$ cat config.mk
export PLATFORM = sky130hd
export DESIGN_NAME = spike_window_counter
export DESIGN_NICKNAME = d
export VERILOG_FILES = /design/src/rtl/spike_window_counter.sv
export SDC_FILE = /design/constraint.sdc
export NUM_CORES = 1
export LEC_CHECK = 0
export ABC_AREA = 1
export CAP_MARGIN = 10
export CORE_MARGIN = 2
export CORE_UTILIZATION = 50
export DETAILED_ROUTE_END_ITERATION = 10
export PLACE_DENSITY = 0.69
export SYNTH_ARGS = -nofsm -noshare
export SYNTH_HDL_FRONTEND = slang
export SYNTH_SLANG_ARGS = --single-unit
$ cat constraint.sdc
create_clock -name clk -period 4.3 [get_ports clk]
set_clock_uncertainty 0.1 [all_clocks]
set_input_delay 0.86 -clock clk [delete_from_list [all_inputs] [get_ports clk]]
set_output_delay 0.86 -clock clk [all_outputs]
set_load 0.05 [all_outputs]
$ cat src/rtl/spike_window_counter.sv
// Spike-count readout: accumulates per-PE spike counts over a programmed window,
// scans for the most active PE, then streams the count histogram over valid/ready.
`timescale 1ns/1ps
module spike_window_counter #(
  parameter int NUM_PE = 8,
  parameter int CNT_W  = 8,
  parameter int WIN_W  = 8,
  parameter int IDX_W  = $clog2(NUM_PE)
) (
  input  logic              clk,
  input  logic              rst,
  input  logic              start,
  input  logic [WIN_W-1:0]  window_len,
  input  logic [NUM_PE-1:0] in_spikes,
  output logic              busy,
  output logic              out_valid,
  input  logic              out_ready,
  output logic [IDX_W-1:0]  out_index,
  output logic [CNT_W-1:0]  out_count,
  output logic              out_last,
  output logic [IDX_W-1:0]  out_winner
);

  localparam int SCAN_W = IDX_W + 1;
  localparam logic [IDX_W-1:0]  LAST_IDX = IDX_W'(NUM_PE - 1);
  localparam logic [SCAN_W-1:0] SCAN_END = SCAN_W'(NUM_PE);

  typedef enum logic [1:0] {
    S_IDLE,
    S_COUNT,
    S_ARGMAX,
    S_DRAIN
  } state_t;

  state_t             state_q, state_d;
  logic [WIN_W-1:0]   len_q, len_d;
  logic [WIN_W-1:0]   t_q, t_d;
  logic [CNT_W-1:0]   cnt_q [NUM_PE];
  logic [CNT_W-1:0]   cnt_d [NUM_PE];
  logic [SCAN_W-1:0]  scan_q, scan_d;
  logic [CNT_W-1:0]   best_q, best_d;
  logic [IDX_W-1:0]   best_idx_q, best_idx_d;
  logic [IDX_W-1:0]   winner_q, winner_d;
  logic [IDX_W-1:0]   beat_q, beat_d;
  logic [IDX_W-1:0]   scan_idx;

  // Counters stick at all-ones instead of wrapping so a hot PE never looks quiet.
  function automatic logic [CNT_W-1:0] sat_inc(input logic [CNT_W-1:0] c, input logic inc);
    if (inc && (c != {CNT_W{1'b1}}))
      return c + 1'b1;
    return c;
  endfunction

  assign scan_idx = scan_q[IDX_W-1:0];

  always_comb begin
    state_d    = state_q;
    len_d      = len_q;
    t_d        = t_q;
    cnt_d      = cnt_q;
    scan_d     = scan_q;
    best_d     = best_q;
    best_idx_d = best_idx_q;
    winner_d   = winner_q;
    beat_d     = beat_q;
    case (state_q)
      S_IDLE: begin
        if (start) begin
          len_d      = window_len;
          t_d        = '0;
          scan_d     = '0;
          best_d     = '0;
          best_idx_d = '0;
          beat_d     = '0;
          for (int i = 0; i < NUM_PE; i++) cnt_d[i] = '0;
          state_d = (window_len == '0) ? S_ARGMAX : S_COUNT;
        end
      end
      S_COUNT: begin
        for (int i = 0; i < NUM_PE; i++) cnt_d[i] = sat_inc(cnt_q[i], in_spikes[i]);
        t_d = t_q + 1'b1;
        if (t_q == len_q - 1'b1) state_d = S_ARGMAX;
      end
      S_ARGMAX: begin
        // One PE per cycle; the extra final cycle latches the winner.
        if (scan_q == SCAN_END) begin
          winner_d = best_idx_q;
          beat_d   = '0;
          state_d  = S_DRAIN;
        end else begin
          if (cnt_q[scan_idx] > best_q) begin
            best_d     = cnt_q[scan_idx];
            best_idx_d = scan_idx;
          end
          scan_d = scan_q + 1'b1;
        end
      end
      S_DRAIN: begin
        if (out_ready) begin
          if (beat_q == LAST_IDX) begin
            beat_d  = '0;
            state_d = S_IDLE;
          end else begin
            beat_d = beat_q + 1'b1;
          end
        end
      end
      default: state_d = S_IDLE;
    endcase
  end

  always_ff @(posedge clk or posedge rst) begin
    if (rst) begin
      state_q    <= S_IDLE;
      len_q      <= '0;
      t_q        <= '0;
      scan_q     <= '0;
      best_q     <= '0;
      best_idx_q <= '0;
      winner_q   <= '0;
      beat_q     <= '0;
      for (int i = 0; i < NUM_PE; i++) cnt_q[i] <= '0;
    end else begin
      state_q    <= state_d;
      len_q      <= len_d;
      t_q        <= t_d;
      scan_q     <= scan_d;
      best_q     <= best_d;
      best_idx_q <= best_idx_d;
      winner_q   <= winner_d;
      beat_q     <= beat_d;
      for (int i = 0; i < NUM_PE; i++) cnt_q[i] <= cnt_d[i];
    end
  end

  // Outputs decode only registered state, so nothing depends on out_ready combinationally.
  assign busy       = (state_q != S_IDLE);
  assign out_valid  = (state_q == S_DRAIN);
  assign out_index  = out_valid ? beat_q : '0;
  assign out_count  = out_valid ? cnt_q[beat_q] : '0;
  assign out_last   = out_valid && (beat_q == LAST_IDX);
  assign out_winner = winner_q;

endmodule
# Word level (Yosys, flattened, before mapping)
# Index checks and enable logic that the tools add are counted.
# word_totals
word_cells	157
register_bits	103
output_inout_bits	17
# op_classes
mux	65
add_sub_neg	12
order_cmp	3
bitwise_logic	2
reduce_logical	30
n_eq_ne	29
# op_table
cell	n
$mux W8	24
$pmux W64 S2	1
$add A8 B1 Y8 const B	9
$mux W64	1
$ne A8 B8 Y1 const B	8
$bmux W8 S3	2
$pmux W8 S2	2
$reduce_and A3 Y1	9
$ne A2 B2 Y1 const B	13
$mux W3	7
$mux W1	16
$mux W2	6
$logic_and A1 B1 Y1	9
$pmux W3 S3	1
$eq A8 B8 Y1	1
$ge A4 B4 Y1 const B	2
$gt A8 B8 Y1	1
$logic_not A8 Y1	1
$mux W4	2
$not A3 Y4	2
$pmux W2 S4	1
$pmux W4 S2	1
$reduce_and A4 Y1	2
$sub A8 B1 Y8 const B	1
other kinds (13)	19

# Depth between registers and ports, before layout
# depth
word_depth	8
ltp_mapped	19

# Worst setup path before layout
# OpenSTA, ideal clock, no wires.
# synth_timing
path_type	reg-to-output
from	register state_q[0]
to	output port out_count[2]
path_stages_with_launch	6
required_ns	3.340
path_buffers	0
slack_ns	1.402
t_arrival_ns	1.938
path_cell_list	dfrtp_1 -> ha_1 -> nand2_1 -> inv_1 -> nand2_1 -> nand2_1
# synth_between
elab_chain_cells	2
# synth_lines
item	line_no	text
start: declaration	35	state_t state_q, state_d;
start signal: assignment	124	state_q <= state_d;
$eq A2 B2 Y1	138	assign out_valid = (state_q == S_DRAIN);
named net out_valid	16	output logic out_valid,
$mux W8	140	assign out_count = out_valid ? cnt_q[beat_q] : '0;
end: declaration	19	output logic [CNT_W-1:0] out_count,
# The timed path passes the listed nets, and every way through them passes these cells.

# Final worst setup path
# layout_timing
from	register beat_q[0]
to	output port out_count[0]
# layout_between
elab_chain_cells	5
# layout_lines
item	line_no	text
start: declaration	44	logic [IDX_W-1:0] beat_q, beat_d;
start signal: assignment	131	beat_q <= beat_d;
$not A3 Y4 (not written as such)	140	
$bmux W8 S3	140	
$mux W8 (not written as such) (2 in a row)	140	
$mux W8	140	
# No other way between the ends. The select of a mux whose other input is x is not followed.

==> impl_metrics.tcl <==
set metrics [dict create \
    synth_top_cells_by_area "dfrtp_1 (38%), nand2_1 (11%), o21ai_0 (9.3%)" \
    fin_cells 1162 \
    cts_hold_buffers 0 \
    start_util_pct 51.5 \
    p_comb_share_pct 47.7 \
    finalCritPeriodShare_pct 82.9 \
    root_buffer "clkbuf_16" \
    netlist_area_mm2 0.00687 \
    drv_cap 0 \
    clock_latency_ns 0.36 \
    run_status "finished clean" \
    p_int_mw 2.18 \
    dieWidth_um 121 \
    via_per_inst 5.47 \
    leakagePower_nw 3.39 \
    wirelength_um 17900 \
    criticalPathCategory "flop to output port" \
    holdWs_ns 0.408 \
    grt_max_degree 57 \
    synth_edf_count 0 \
    vias 6357 \
    nNetsFinal 1028 \
    grt_pass1_vias 5727 \
    cts_resized 0 \
    htree_levels 3 \
    synthFlopType "dfrtp_1" \
    ys_seq_area_share_pct 37.5 \
    synth.distinct_cells 39 \
    fin_util_pct 57.1 \
    power.share.sequential_pct 32.2 \
    hold_violations 0 \
    arrival_ns 2.60 \
    start_kind "flop" \
    io_pins 37 \
    synth_top_area_cell "dfrtp_1" \
    cts_tree "done" \
    core_mm2 0.0133 \
    r2r_slack_ns 0.91 \
    cp.required_ns 3.34 \
    drt_iter0_drc 560 \
    worstMarginPinSlew_ns 0.793 \
    min_period_ns 3.56 \
    p_switching_mw 1.93 \
    ys_warn_count 0 \
    drc_errors 0 \
    synth_seq_cells 103 \
    grt_antenna_before_repair 0 \
    dr.pass1.iters 5 \
    cp-end-kind "output port" \
    p_sw_share_pct 47.0 \
    synth_top_area_share_pct 37.5 \
    setup_tns_ns 0 \
    die_area_mm2 0.0147 \
    cts_sinks 103 \
    diodes 0 \
    powerDensity_mw_per_mm2 540 \
    clockPowerShare_pct 20.1 \
    wl_per_cell_um 15.4 \
    syn_nets 1012 \
    placed_cells 1147 \
    gp_congestion 1.00 \
    ir_drop_mv 0.458 \
    avgSynthCellArea_um2 7.11 \
    hold_path.class "flop to flop" \
    fp-row-count 42 \
    portBuffers 36 \
    postSynthCellCount 966 \
    grt_remaining_overflow 0 \
    dpl.hpwl_um 13200 \
    cts_setup_buffers 0 \
    clkTransAtPathRegs_ns 0.07 \
    numCtsBuffers 9 \
    clockBufferDepth 2 \
    grt_util_all_layers_pct 26.1 \
    synth-async-reset-ratio_pct 100 \
    drtAntennaViolNets 0 \
    chipHeight_um 121 \
    drive_gt1_share_pct 6.39 \
    cp_max_fo 32 \
    grt_pass1_wl_um 29700 \
    drv_slew 0 \
    max_freq_mhz 281 \
    syn2layout_area_growth_pct 10.9 \
    grt_setup_unrepaired "no" \
    setup_viol 0 \
    relSlewSlack_pct 47.1 \
]
## power by group through the flow
stage	registers (mW)	logic [mW]	clock network, mW
after floorplan	1.25	1.55	0
after global placement	1.33	1.91	0
after detailed placement	1.33	1.93	0
after CTS	1.32	1.94	0.849
after global routing	1.35	2.22	0.889
final	1.32	1.96	0.828
## critical path, stage by stage, from the launching register on
cell and delay [ns]:
dfrtp_1 0.70, inv_1 0.53, a21oi_1 0.25, o21ai_0 0.10, a21oi_1 0.25, o21a_1 0.20
buf_4 0.21
## synth_stat cells (8+ instances only)
| cell type | instances |
|---|---|
| buf_2 | 10 |
| nand4_1 | 10 |
| a21oi_1 | 96 |
| dfrtp_1 | 103 |
| o21ai_1 | 10 |
| nand2_1 | 206 |
| xor2_1 | 19 |
| o21ai_0 | 127 |
| ha_1 | 26 |
| nor2_1 | 77 |
| nand3_1 | 66 |
| clkbuf_1 | 20 |
| inv_1 | 104 |
| nor3_1 | 16 |
| o31ai_1 | 8 |
## state kept, by name (all words and copies together), names as in the netlist
name        count
out_winner      3
cnt_q          64
scan_q          4
len_q           8
beat_q          3
best_idx_q      3
t_q             8
state_q         2
best_q          8
## metal layers
metal / wire length [um] / part of all wire, % / GRT usage [%] / vias up
li1: - / - / - / 3241
met1: 8680 / 48 / 37.6 / 2919
met2: 7820 / 44 / 39.9 / 173
met3: 1100 / 6.1 / 5.31 / 24
met4: 328 / 1.8 / 7.40 / 0
met5: 0 / 0 / 0 / -
## per-stage QoR
stage	total power [mW]	instance area (um2)	setup slack, ns
after floorplan	2.81	6870	0.636
after global placement	3.24	7320	1.08
after detailed placement	3.27	7320	0.989
after CTS	4.11	7620	0.791
after global routing	4.46	7620	0.510
final	4.11	7620	0.736
## worst paths after layout
kind / startpoint / endpoint / cells after the start
hold reg to reg: best_q[4] / best_q[4] / 2
hold / removal: best_q[4] / best_q[4] / 2
setup / recovery: beat_q[0] / out_count[0] / 6
max in group asynchronous: rst / cnt_q[58] / 3
setup reg to reg: scan_q[1] / best_idx_q[2] / 13
min in group asynchronous: rst / t_q[7] / 2
## layout make-up
| cell class | instances | area [um2] |
|---|---|---|
| tap | 176 | 220 |
| sequential | 103 | 2580 |
| inverter | 112 | 428 |
| clock inverter | 5 | 58.8 |
| timing repair buffer | 43 | 405 |
| fill | 1303 | 5730 |
| multi-input combinational | 713 | 3690 |
| clock buffer | 10 | 239 |
## cells by family (layout without fill, tap and decap cells)
logic type / after synthesis / in the layout / synth area share, %
flip-flops: 103 / 103 / 37.5
buffers and inverters: 150 / 170 / 8.80
AO/OA/AOI/OAI: 262 / 262 / 20.3
adder cells (fa/ha/maj): 26 / 26 / 4.74
XOR/XNOR: 23 / 23 / 2.93
AND/OR/NAND/NOR: 399 / 399 / 25.3
multiplexers: 3 / 3 / 0.492
## cell usage in the layout (no fill, tap or decap), drive strengths merged
master | Yosys | layout
o221ai | 1 | 1
nor4 | 7 | 7
clkdlybuf4s50 | 0 | 28
o31ai | 8 | 8
xor2 | 19 | 19
mux2 | 3 | 3
o21ai | 140 | 140
nor2 | 82 | 82
nand3 | 68 | 68
xnor2 | 4 | 4
nor3 | 17 | 17
a31oi | 7 | 7
nor3b | 1 | 1
or2 | 1 | 1
a31o | 3 | 3
clkinvlp | 0 | 2
bufinv | 0 | 1
clkinv | 1 | 3
ha | 26 | 26
nand4 | 10 | 10
inv | 111 | 111
dfrtp | 103 | 103
buf | 18 | 15
clkbuf | 20 | 10
o21a | 7 | 7
a21oi | 96 | 96
nand2 | 213 | 213
(Power assumes the default switching activity.)
==> edit, RTL diff (same flow settings) <==
`t_q` no longer has a reset.
--- a/src/rtl/spike_window_counter.sv
+++ b/src/rtl/spike_window_counter.sv
@@ -115,3 +115,2 @@
       len_q      <= '0;
-      t_q        <= '0;
       scan_q     <= '0;
@@ -125,3 +124,2 @@
       len_q      <= len_d;
-      t_q        <= t_d;
       scan_q     <= scan_d;
@@ -133,2 +131,6 @@
     end
+  end
+
+  always_ff @(posedge clk) begin
+    t_q <= t_d;
   end
Check against the original RTL: same outputs for any inputs over 10 cycles, from zero or initial values and one cycle with rst high; that may be too few to reach the edited logic, so the function may still have changed.
==> edit against the original RTL <==
  * Routed wire length shrank 1.9%
  * Setup slack lost 0.34 ns
  * Synthesized area shrank 1.8%
  * Sequential cell count is the same
  * Power grew 16%
  * Design area shrank 0.62%
  * First-iteration DRC count shrank 7.1%
  * Largest cell class unchanged
==> edit: results (changes against the original RTL) <==
status = completed
DRT iter0 DRCs = 520 (-7.1%)
Root Buffer = clkbuf_16
WL/cell = 15.5 µm (+0.71%)
setup bufs post-CTS = 0 (unchanged)
Layout Cells excl Fill = 1132 (-2.6%)
fraction of registers with async set/reset = 92.2% (-7.8 points)
first-pass GRT wire length = 29.1 mm (-2.0%)
PortBufs = 36 (unchanged)
critical path arrival = 2.94 ns (+0.34 ns)
Clock Power = 0.000920 W (+11%)
number of synthesized flops with an enable pin = 8 (+8)
Compound-Gate Fraction of Synth Area = 21.6% (+1.3 points)
Cells after Synth = 930 (-3.7%)
clock latency on the worst-skew pair = 0.37 ns
diode count = 0 (unchanged)
via count = 6229 (-2.0%)
synth warn = 0 (unchanged)
top post-synthesis cells by count = 163 x nand2_1, 139 x o21ai_0, 113 x inv_1, 96 x a21oi_1, 95 x dfrtp_1
NumNets Final = 997 (-3.0%)
Hold Crit Class = reg2reg
Lkg Pwr = 3.31 nW (-2.1%)
critical path fanouts, max = 22 (-31%)
most flop-heavy register = cnt_q
mux share of post-synthesis cell area = 0% (-0.49 points)
dpl cells = 1116 (-2.7%)
# fillers = 1251 (-4.0%)
largest net degree at the start of global routing = 63 (+11%)
Crit-path slowest cell = clkdlybuf4s50_1
gpl congestion = 0.928 (-7.4%)
TritonRoute pass-1 iters = 5 (unchanged)
combinational share of power = 51.5% (+3.8 points)
Int Pwr = 0.00252 W (+16%)
clk buf depth = 2 (unchanged)
adder-cell share of the synthesized area = 4.82% (+0.087 points)
CP max stage delay = 0.81 ns (+0.11 ns)
total track usage = 25.7% (-0.36 points)
max FFs per register = 64 (unchanged)
Area contributors post-synth = dfrtp_1 35%, o21ai_0 10%, nand2_1 9.1%, a21oi_1 7.1%, inv_1 6.3%
H-tree levels = 3 (unchanged)
peak supply drop = 0.310 mV (-32%)
critical path's top delay family = buffers and inverters
number of global-route vias before repair = 5752 (+0.44%)
syn_nets = 976 (-3.6%)
Detailed Place HPWL = 13.0 mm (-1.8%)
Worst Max-Slew Pin Slew = 0.840 ns (+0.0468 ns)
Num CTS Buffers = 9 (unchanged)
layout cells sized above 1 = 4.50% (-1.9 points)
CTS resizes = 0 (unchanged)
XOR/XNOR share of the synthesized area = 3.38% (+0.44 points)
Unique masters post-synth = 36 (-7.7%)
initial antenna violation count = 0 (unchanged)
Clock Pin Slew Worst Setup and Hold Paths = 0.07 ns (about the same)
Seq/Total Area, Yosys = 38.8% (+1.3 points)
## edit: path summary, 6_finish.rpt
check,startpoint,to,slack [ns],depth (start not counted)
max in group asynchronous,rst,cnt_q[21]$_DFFE_PP0P_,2.38,3
min in group asynchronous,rst,out_winner[0]$_DFFE_PP0P_,0.88,2
hold / removal,out_winner[2]$_DFFE_PP0P_,out_winner[2]$_DFFE_PP0P_,0.37,2
setup reg to reg,scan_q[0]$_DFFE_PP0P_,best_q[5]$_DFFE_PP0P_,1.02,11
setup / recovery,beat_q[1]$_DFFE_PP0P_,out_count[4],0.40,7
hold reg to reg,out_winner[2]$_DFFE_PP0P_,out_winner[2]$_DFFE_PP0P_,0.37,2
## edit: cells by family (layout without fill, tap and decap cells)
logic type,Yosys count,in the layout
xor gates and xnor gates,26,26
AOI/OAI and AO/OA,271,271
adders and majority gates,26,26
buffers and inverters,153,179
and+or+nand+nor,351,351
DFF,103,103
## edit: routing by layer
layer | global-route usage [%] | vias up | part of all wire (%)
met1 | 34.4 | 2860 | 47
met2 | 41.0 | 183 | 46
met5 | 0 | - | 0
met3 | 5.85 | 33 | 4.9
li1 | - | 3153 | -
met4 | 9.12 | 0 | 2.7
## edit: layout make-up
class                      instances  share of cell area, %
multi-input combinational        674                   46.8
sequential                       103                   34.6
inverter                         119                   5.93
timing repair buffer              44                   5.39
clock buffer                      13                   3.57
tap                              176                   2.91
clock inverter                     3                  0.860
## edit: through the flow
step	setup slack [ns]	cell area, µm²	power [W]	util (%)
after floorplan	0.863	6750	0.00324	-
after global placement	0.891	7230	0.00378	54.8
after detailed placement	0.849	7230	0.00383	54.8
after CTS	0.458	7570	0.00476	57.4
after global routing	0.310	7570	0.00518	57.4
final	0.398	7570	0.00476	57.4
